File: config.mk
export PLATFORM = sky130hd
export DESIGN_NAME = core_bin_port
export DESIGN_NICKNAME = d
export VERILOG_FILES = /design/src/rtl/sat_bin_pkg.sv /design/src/rtl/core_state_regs.sv /design/src/rtl/core_bin_port.sv
export SDC_FILE = /design/constraint.sdc
export NUM_CORES = 1
export LEC_CHECK = 0
export ABC_AREA = 1
export CAP_MARGIN = 20
export CORE_AREA = 2 2 417 419
export CTS_BUF_LIST = sky130_fd_sc_hd__clkbuf_2 sky130_fd_sc_hd__clkbuf_4 sky130_fd_sc_hd__clkbuf_8
export CTS_CLUSTER_DIAMETER = 50
export CTS_CLUSTER_SIZE = 10
export DETAILED_ROUTE_END_ITERATION = 10
export DIE_AREA = 0 0 419 421
export PLACE_DENSITY = 0.35
export RECOVER_POWER = 100
export SLEW_MARGIN = 20
export SYNTH_ARGS = -nofsm -noshare
export SYNTH_HDL_FRONTEND = slang
export SYNTH_SLANG_ARGS = --single-unit
File: constraint.sdc
create_clock -name clk -period 1.9 [get_ports clk]
set_input_delay 0.38 -clock clk [delete_from_list [all_inputs] [get_ports clk]]
set_output_delay 0.38 -clock clk [all_outputs]
set_load 0.03 [all_outputs]
File: src/rtl/sat_bin_pkg.sv
// Shared widths, state-word layouts and FSM encoding for the bin endpoint.
package sat_bin_pkg;

    localparam int NUM_CLAUSES_A_BIN = 8;
    localparam int NUM_VARS_A_BIN    = 8;
    localparam int NUM_LVLS_A_BIN    = 8;
    localparam int WIDTH_BIN_ID      = 10;
    localparam int WIDTH_LVL         = 16;
    localparam int WIDTH_VAR_STATES  = 19;
    localparam int WIDTH_LVL_STATES  = 11;

    // 2 + 1 + 16 = 19 bits: assignment value, implied flag, decision level
    typedef struct packed {
        logic [1:0]           value;
        logic                 implied;
        logic [WIDTH_LVL-1:0] level;
    } var_state_t;

    // 10 + 1 = 11 bits: bin that made the decision, backtrack pending
    typedef struct packed {
        logic [WIDTH_BIN_ID-1:0] dcd_bin;
        logic                    has_bkt;
    } lvl_state_t;

    typedef enum logic [1:0] {
        ST_IDLE = 2'd0,
        ST_RUN  = 2'd1,
        ST_DONE = 2'd2
    } core_state_e;

endpackage

File: src/rtl/core_state_regs.sv
// Var/lvl state register file. The manager and engine ports are never active
// in the same FSM state; the engine still wins if both hit one slot.
module core_state_regs
    import sat_bin_pkg::*;
#(
    parameter int NV = NUM_VARS_A_BIN,
    parameter int NL = NUM_LVLS_A_BIN
) (
    input  logic                          clk,
    input  logic                          rst,
    input  logic [NV-1:0]                 mgr_vs_we,
    input  logic [WIDTH_VAR_STATES*NV-1:0] mgr_vs,
    input  logic [NV-1:0]                 eng_vs_we,
    input  logic [WIDTH_VAR_STATES*NV-1:0] eng_vs,
    input  logic [NL-1:0]                 mgr_ls_we,
    input  logic [WIDTH_LVL_STATES*NL-1:0] mgr_ls,
    input  logic [NL-1:0]                 eng_ls_we,
    input  logic [WIDTH_LVL_STATES*NL-1:0] eng_ls,
    output logic [WIDTH_VAR_STATES*NV-1:0] var_states,
    output logic [WIDTH_LVL_STATES*NL-1:0] lvl_states
);

    var_state_t [NV-1:0] vs_q;
    lvl_state_t [NL-1:0] ls_q;

    always_ff @(posedge clk or negedge rst) begin
        if (!rst) begin
            vs_q <= '0;
        end else begin
            for (int i = 0; i < NV; i++) begin
                if (eng_vs_we[i])
                    vs_q[i] <= eng_vs[i*WIDTH_VAR_STATES +: WIDTH_VAR_STATES];
                else if (mgr_vs_we[i])
                    vs_q[i] <= mgr_vs[i*WIDTH_VAR_STATES +: WIDTH_VAR_STATES];
            end
        end
    end

    always_ff @(posedge clk or negedge rst) begin
        if (!rst) begin
            ls_q <= '0;
        end else begin
            for (int i = 0; i < NL; i++) begin
                if (eng_ls_we[i])
                    ls_q[i] <= eng_ls[i*WIDTH_LVL_STATES +: WIDTH_LVL_STATES];
                else if (mgr_ls_we[i])
                    ls_q[i] <= mgr_ls[i*WIDTH_LVL_STATES +: WIDTH_LVL_STATES];
            end
        end
    end

    assign var_states = vs_q;
    assign lvl_states = ls_q;

endmodule

File: src/rtl/core_bin_port.sv
// Engine-side endpoint of the bin load/update protocol: clause rows, state
// registers, start/done handshake with the engine and manager read-back.
//
//   state   | meaning
//   IDLE    | manager owns the bin: writes accepted, waiting for start
//   RUN     | engine owns the bin: engine state writes, manager writes flagged
//   DONE    | one-cycle done pulse to the manager, results held
module core_bin_port
    import sat_bin_pkg::*;
#(
    parameter int NC = NUM_CLAUSES_A_BIN,
    parameter int NV = NUM_VARS_A_BIN,
    parameter int NL = NUM_LVLS_A_BIN
) (
    input  logic                           clk,
    input  logic                           rst,
    input  logic                           start_core_i,
    output logic                           done_core_o,
    input  logic [WIDTH_BIN_ID-1:0]        cur_bin_num_i,
    input  logic [WIDTH_LVL-1:0]           cur_lvl_i,
    output logic                           local_sat_o,
    output logic                           local_unsat_o,
    output logic [WIDTH_LVL-1:0]           cur_lvl_o,
    output logic [WIDTH_LVL-1:0]           bkt_lvl_o,
    output logic [WIDTH_BIN_ID-1:0]        bkt_bin_o,
    input  logic [NC-1:0]                  wr_carray_i,
    input  logic [NC-1:0]                  rd_carray_i,
    input  logic [2*NV-1:0]                clause_i,
    output logic [2*NV-1:0]                clause_o,
    input  logic [NV-1:0]                  wr_var_states_i,
    input  logic [WIDTH_VAR_STATES*NV-1:0] var_states_i,
    output logic [WIDTH_VAR_STATES*NV-1:0] var_states_o,
    input  logic [NL-1:0]                  wr_lvl_states_i,
    input  logic [WIDTH_LVL_STATES*NL-1:0] lvl_states_i,
    output logic [WIDTH_LVL_STATES*NL-1:0] lvl_states_o,
    input  logic                           base_lvl_en_i,
    input  logic [WIDTH_LVL-1:0]           base_lvl_i,
    output logic [WIDTH_LVL-1:0]           base_lvl_o,
    output logic                           eng_start_o,
    input  logic                           eng_done_i,
    input  logic                           eng_sat_i,
    input  logic                           eng_unsat_i,
    input  logic [WIDTH_LVL-1:0]           eng_cur_lvl_i,
    input  logic [WIDTH_LVL-1:0]           eng_bkt_lvl_i,
    input  logic [WIDTH_BIN_ID-1:0]        eng_bkt_bin_i,
    input  logic [NV-1:0]                  eng_vs_we_i,
    input  logic [WIDTH_VAR_STATES*NV-1:0] eng_vs_i,
    input  logic [NL-1:0]                  eng_ls_we_i,
    input  logic [WIDTH_LVL_STATES*NL-1:0] eng_ls_i,
    output logic [NC*2*NV-1:0]             carray_o,
    output logic                           err_o
);

    localparam int CW = 2 * NV;

    core_state_e state_q, state_d;

    logic [CW-1:0]           carray_q [NC];
    logic [CW-1:0]           rd_row;
    logic [CW-1:0]           clause_q;
    logic                    eng_start_q;
    logic                    sat_q, unsat_q, err_q;
    logic [WIDTH_LVL-1:0]    cur_lvl_q, bkt_lvl_q, base_lvl_q;
    logic [WIDTH_BIN_ID-1:0] bkt_bin_q;

    logic is_idle, is_run, mgr_wr_any, start_ok, done_ok;

    assign is_idle    = (state_q == ST_IDLE);
    assign is_run     = (state_q == ST_RUN);
    assign mgr_wr_any = (|wr_carray_i) | (|wr_var_states_i) | (|wr_lvl_states_i)
                      | base_lvl_en_i;
    assign start_ok   = is_idle & start_core_i;
    assign done_ok    = is_run & eng_done_i;

    always_ff @(posedge clk or negedge rst) begin
        if (!rst) state_q <= ST_IDLE;
        else      state_q <= state_d;
    end

    always_comb begin
        state_d = state_q;
        case (state_q)
            ST_IDLE: if (start_core_i) state_d = ST_RUN;
            ST_RUN:  if (eng_done_i)   state_d = ST_DONE;
            ST_DONE: state_d = ST_IDLE;
            default: state_d = ST_IDLE;
        endcase
    end

    always_ff @(posedge clk or negedge rst) begin
        if (!rst) begin
            for (int i = 0; i < NC; i++) carray_q[i] <= '0;
        end else if (is_idle) begin
            for (int i = 0; i < NC; i++)
                if (wr_carray_i[i]) carray_q[i] <= clause_i;
        end
    end

    // Lowest set select bit wins.
    always_comb begin
        rd_row = '0;
        for (int i = NC - 1; i >= 0; i--)
            if (rd_carray_i[i]) rd_row = carray_q[i];
    end

    // bkt_bin/cur_lvl are preloaded with the manager's bin and level at start
    // so they carry meaningful values until the engine reports its own.
    always_ff @(posedge clk or negedge rst) begin
        if (!rst) begin
            eng_start_q <= 1'b0;
            sat_q       <= 1'b0;
            unsat_q     <= 1'b0;
            err_q       <= 1'b0;
            cur_lvl_q   <= '0;
            bkt_lvl_q   <= '0;
            bkt_bin_q   <= '0;
            base_lvl_q  <= '0;
            clause_q    <= '0;
        end else begin
            eng_start_q <= start_ok;
            if (start_ok) begin
                sat_q     <= 1'b0;
                unsat_q   <= 1'b0;
                cur_lvl_q <= cur_lvl_i;
                bkt_bin_q <= cur_bin_num_i;
            end else if (done_ok) begin
                sat_q     <= eng_sat_i & ~eng_unsat_i;
                unsat_q   <= eng_unsat_i;
                cur_lvl_q <= eng_cur_lvl_i;
                bkt_lvl_q <= eng_bkt_lvl_i;
                bkt_bin_q <= eng_bkt_bin_i;
            end
            if (is_run & (mgr_wr_any | start_core_i | (eng_done_i & eng_sat_i & eng_unsat_i)))
                err_q <= 1'b1;
            if (is_idle & base_lvl_en_i)
                base_lvl_q <= base_lvl_i;
            if (|rd_carray_i)
                clause_q <= rd_row;
        end
    end

    core_state_regs #(
        .NV(NV),
        .NL(NL)
    ) u_state_regs (
        .clk        (clk),
        .rst        (rst),
        .mgr_vs_we  (wr_var_states_i & {NV{is_idle}}),
        .mgr_vs     (var_states_i),
        .eng_vs_we  (eng_vs_we_i & {NV{is_run}}),
        .eng_vs     (eng_vs_i),
        .mgr_ls_we  (wr_lvl_states_i & {NL{is_idle}}),
        .mgr_ls     (lvl_states_i),
        .eng_ls_we  (eng_ls_we_i & {NL{is_run}}),
        .eng_ls     (eng_ls_i),
        .var_states (var_states_o),
        .lvl_states (lvl_states_o)
    );

    for (genvar g = 0; g < NC; g++) begin : g_carray
        assign carray_o[g*CW +: CW] = carray_q[g];
    end

    assign done_core_o   = (state_q == ST_DONE);
    assign eng_start_o   = eng_start_q;
    assign local_sat_o   = sat_q;
    assign local_unsat_o = unsat_q;
    assign cur_lvl_o     = cur_lvl_q;
    assign bkt_lvl_o     = bkt_lvl_q;
    assign bkt_bin_o     = bkt_bin_q;
    assign base_lvl_o    = base_lvl_q;
    assign clause_o      = clause_q;
    assign err_o         = err_q;

endmodule

==> impl_metrics.xml <==
<?xml version="1.0" encoding="UTF-8"?>
<metrics>
  <group name="outcome">
    <metric name="outcome" unit="">finished with violations</metric>
    <metric name="violations" unit="">setup timing</metric>
  </group>
  <group name="cells_and_area">
    <metric name="syn2layout_area_growth" unit="%">95.88</metric>
    <metric name="utilization_after_layout" unit="%">23.00</metric>
    <metric name="fin_nets" unit="">4501</metric>
    <metric name="drive_above_1_share" unit="%">30.18</metric>
  </group>
  <group name="timing">
    <metric name="timing.max_slew.rel_slack" unit="%">3.245</metric>
    <metric name="worst_pin_slew" unit="ns">1.451</metric>
    <metric name="post-route-min-period" unit="ns">1.965</metric>
    <metric name="max_clock_freq" unit="MHz">509.0</metric>
    <metric name="finalClockSkew" unit="ns">0.03631</metric>
    <metric name="finalSetupViolations" unit="">57</metric>
    <metric name="timing_max_transition_violations_final" unit="">0</metric>
    <metric name="setup_ws" unit="ns">-0.06464</metric>
    <metric name="rsz0062_at_grt" unit="">yes</metric>
    <metric name="fin_worst_hold_slack" unit="ns">0.1360</metric>
    <metric name="period_share" unit="%">103.4</metric>
    <metric name="timing.final.hold_violations" unit="">0</metric>
  </group>
  <group name="die">
    <metric name="initial_utilization" unit="%">11.74</metric>
    <metric name="top_level_ports" unit="">1082</metric>
    <metric name="die-width" unit="um">419</metric>
    <metric name="core" unit="um^2">172500</metric>
    <metric name="floorplan.rows" unit="">153</metric>
    <metric name="die_y" unit="um">421</metric>
    <metric name="floorplan.die_area" unit="um^2">176400</metric>
  </group>
  <group name="critical_path">
    <metric name="required_time_of_the_critical_path" unit="ns">2.85</metric>
    <metric name="startpoint_type" unit="">input port</metric>
    <metric name="worst_path_dominant_cell_family" unit="">buffers and inverters</metric>
    <metric name="cpMaxStageDelayCell" unit="">clkbuf_1</metric>
    <metric name="timing.critical_path.cells" unit="">dlygate4sd3_1 -&gt; buf_8 -&gt; clkbuf_1 -&gt; clkbuf_4</metric>
    <metric name="critical_path_buf_inv_count" unit="">4</metric>
    <metric name="critical_path.max_stage_delay" unit="ns">1.08</metric>
    <metric name="timing.critical_path.arrival" unit="ns">2.91</metric>
    <metric name="crit_type" unit="">in2async</metric>
    <metric name="timing.critical_path.fanout_max" unit="">19</metric>
    <metric name="timing.critical_path.to_type" unit="">async pin</metric>
  </group>
  <group name="global_routing">
    <metric name="largest_net_degree_at_the_start_of_global_routing" unit="">63</metric>
    <metric name="gr-usage-met3" unit="%">4.728</metric>
    <metric name="grt_use_met2" unit="%">27.42</metric>
    <metric name="grt_pass1_wl" unit="um">198700</metric>
    <metric name="global_route.usage.met1" unit="%">19.51</metric>
    <metric name="grt_usage" unit="%">16.10</metric>
    <metric name="grt_antenna_before_repair" unit="">24</metric>
    <metric name="aggregate_global_routing_overflow" unit="">0</metric>
    <metric name="first_global_vias" unit="">23500</metric>
    <metric name="grt_busiest_layer" unit="">met2</metric>
  </group>
  <group name="place">
    <metric name="post-dp-hpwl" unit="um">118000</metric>
    <metric name="port-buffer-count" unit="">1081</metric>
    <metric name="gp_congestion" unit="">0.9451</metric>
  </group>
  <group name="synthesis">
    <metric name="ys_ff_latch" unit="">448</metric>
    <metric name="synth_top_cells_by_area" unit="">dfrtp_1 (55%), nand2_1 (14%), o21ai_0 (14%)</metric>
    <metric name="synth.yosys.seq_area_share" unit="%">55.36</metric>
    <metric name="syn-instance-count" unit="">2438</metric>
    <metric name="yosysWarnings" unit="">0</metric>
    <metric name="synth_fp_nets" unit="">3073</metric>
    <metric name="syn_area" unit="um^2">20250</metric>
    <metric name="synth.largest_area_cell" unit="">dfrtp_1</metric>
    <metric name="post_synth_num_cell_types" unit="">25</metric>
    <metric name="synth_area_per_cell" unit="um^2">8.306</metric>
    <metric name="post-synth-top-area-fraction" unit="%">55.36</metric>
  </group>
  <group name="power">
    <metric name="irDropWorstVdd" unit="V">0.0008708</metric>
    <metric name="pwr_density_cell" unit="nW/um^2">1654</metric>
    <metric name="power_frac_seq" unit="%">26.2</metric>
    <metric name="comb_power_share" unit="%">53.3</metric>
    <metric name="clock_power_share" unit="%">20.5</metric>
    <metric name="cellLeakagePower" unit="uW">0.01788</metric>
    <metric name="total_switching_power" unit="uW">30260</metric>
    <metric name="switching_share" unit="%">46.13</metric>
    <metric name="power.internal" unit="uW">35330</metric>
  </group>
  <group name="cts">
    <metric name="cts_made_buffers" unit="">95</metric>
    <metric name="clock_latency" unit="ns">0.83</metric>
    <metric name="clock_tree.buffer_depth" unit="">3</metric>
    <metric name="tritoncts" unit="">built</metric>
    <metric name="clock_transition_at_the_register_clock_pins_on_the_worst_setup_and_hold_paths_after_cts" unit="ns">0.07</metric>
    <metric name="cts-htree-levels" unit="">3</metric>
    <metric name="root_buffer" unit="">clkbuf_8</metric>
    <metric name="clkSinkCount" unit="">448</metric>
  </group>
  <group name="routing">
    <metric name="detail-route-antenna-nets" unit="">0</metric>
    <metric name="drt-total-wl" unit="um">148100</metric>
    <metric name="drcViolationCount" unit="">0</metric>
    <metric name="routed_wire_length_per_instance" unit="um">23.56</metric>
    <metric name="drt_first_iter_violations" unit="">1532</metric>
    <metric name="drt_via_density" unit="">3.682</metric>
    <metric name="vias" unit="">23140</metric>
    <metric name="drt_first_pass_iters" unit="">5</metric>
  </group>
  <group name="hold_path">
    <metric name="hold_class" unit="">in2reg</metric>
  </group>
  <group name="job">
    <metric name="timing.max_cap.violations" unit="">0</metric>
  </group>
</metrics>
-- cell usage after synthesis --
library cell and count:
clkinv_1 2, mux2_2 12, nand2_1 760, nand2_4 3
mux2_1 4, inv_1 63, buf_2 79, nor4_4 1
nor2_4 1, a21oi_1 48, a31oi_1 16, nand3_1 21
or2_1 1, nand4_1 2, inv_2 10, clkbuf_1 60
or2_2 16, o21ai_0 549, nand2_2 1, dfrtp_1 448
nor2_1 219, buf_4 1, o21ai_1 18, o21bai_1 96
buf_6 7
-- power by group through the flow --
stage               Sequential (uW)  Clock [uW]  Combinational, uW
global route                  17700       14400              37000
global placement              17300           0              32900
finish                        17200       13500              34900
floorplan                     25300           0               6410
CTS                           17500       14000              35000
detailed placement            17300           0              32800
-- metal layers --
metal | up-vias | wire, um
li1 | 10930 | -
met1 | 11260 | 60910
met2 | 747 | 72220
met3 | 201 | 10440
met4 | 6 | 4490
met5 | - | 35
-- final cells by class --
type / count / area [um^2]
timing repair buffer: 1474 / 13790
inverter: 75 / 397.9
antenna: 14 / 35.03
clock inverter: 51 / 713.2
sequential: 448 / 11230
multi-input combinational: 1769 / 8880
timing repair inverter: 3 / 22.52
clock buffer: 126 / 1684
fill: 19150 / 132800
tap: 2325 / 2909
-- state kept, by name, indices dropped and copies added (netlist names) --
signal / cells
carray_o: 128
bkt_bin_o: 10
err_o: 1
local_unsat_o: 1
u_state_regs.var_states: 152
clause_o: 16
u_state_regs.lvl_states: 88
eng_start_o: 1
base_lvl_o: 16
bkt_lvl_o: 16
cur_lvl_o: 16
local_sat_o: 1
state_q: 2
-- through the flow --
stage | setup slack, ns | TNS (ns) | instances | total power [uW] | instance area [um^2]
5_1_grt | -0.1563 | -24.83 | 6282 | 69100 | 39660
4_1_cts | -0.1919 | -6.179 | 6230 | 66500 | 39250
2_1_floorplan | 0.3490 | 0 | 2438 | 31680 | 20250
3_5_place_dp | -1.111 | -4.706 | 5920 | 50140 | 35620
3_3_place_gp | -1.121 | -3.953 | 5920 | 50160 | 35620
6_report | -0.06464 | -1.333 | 6285 | 65590 | 39670
-- path summary, 6_finish.rpt --
kind	from	end	slack, ns	cells past startpoint
worst max-delay path	rst	u_state_regs.lvl_states[65]$_DFFE_PN0P_	-0.06	4
worst max register to register	state_q[0]$_DFFE_PN0P_	u_state_regs.var_states[80]$_DFFE_PN0P_	-0.05	11
worst min-delay path	cur_lvl_i[4]	cur_lvl_o[4]$_DFFE_PN0P_	0.14	3
min in group asynchronous	rst	clause_o[6]$_DFFE_PN0P_	0.30	3
worst min register to register	err_o$_DFFE_PN0P_	err_o$_DFFE_PN0P_	0.47	2
max in group clk	state_q[0]$_DFFE_PN0P_	u_state_regs.var_states[80]$_DFFE_PN0P_	-0.05	11
-- what timing repair did --
item / CTS / global route
endpoints found under the hold margin: 460 / 0
hold buffers: 15 / 0
endpoints found under the setup margin: 474 / 263
resized for setup: 2717 / 378
pin swaps: 10 / 66
setup buffers: 114 / 30
gates cloned: 5 / 13
-- logic make-up after synthesis --
| logic type | after synthesis | synth area share (%) |
|---|---|---|
| and+or+nand+nor | 1025 | 19.61 |
| AOI/OAI and AO/OA | 727 | 19.25 |
| DFF | 448 | 55.36 |
| buffers and inverters | 222 | 4.881 |
| muxes | 16 | 0.8898 |
-- layout by cell type (no fill, tap or decap), types with 9 or more instances in the layout --
cell,n
dlygate4sd3_1,16
dfrtp_2,16
clkbuf_1,20
o21ai_2,44
bufinv_16,15
dfrtp_1,432
nand3_1,21
buf_12,60
a21oi_1,48
nor2_1,216
nand2_1,704
a31oi_1,16
buf_4,453
o21ai_0,385
buf_6,111
o21bai_2,9
o21ai_1,134
clkbuf_4,78
o21bai_1,71
clkinvlp_4,31
o21bai_4,16
nand2_2,35
diode_2,14
inv_1,50
mux2_2,12
clkinv_2,10
clkbuf_8,118
or2_2,16
nand2_8,15
clkdlybuf4s50_1,632
clkbuf_2,85
nand2_4,11
-- tightest hold or removal path, stage by stage --
cell and delay, ns:
clkdlybuf4s50_1 0.40, nor2_1 0.10, o21ai_1 0.06
(Power assumes the default switching activity.)
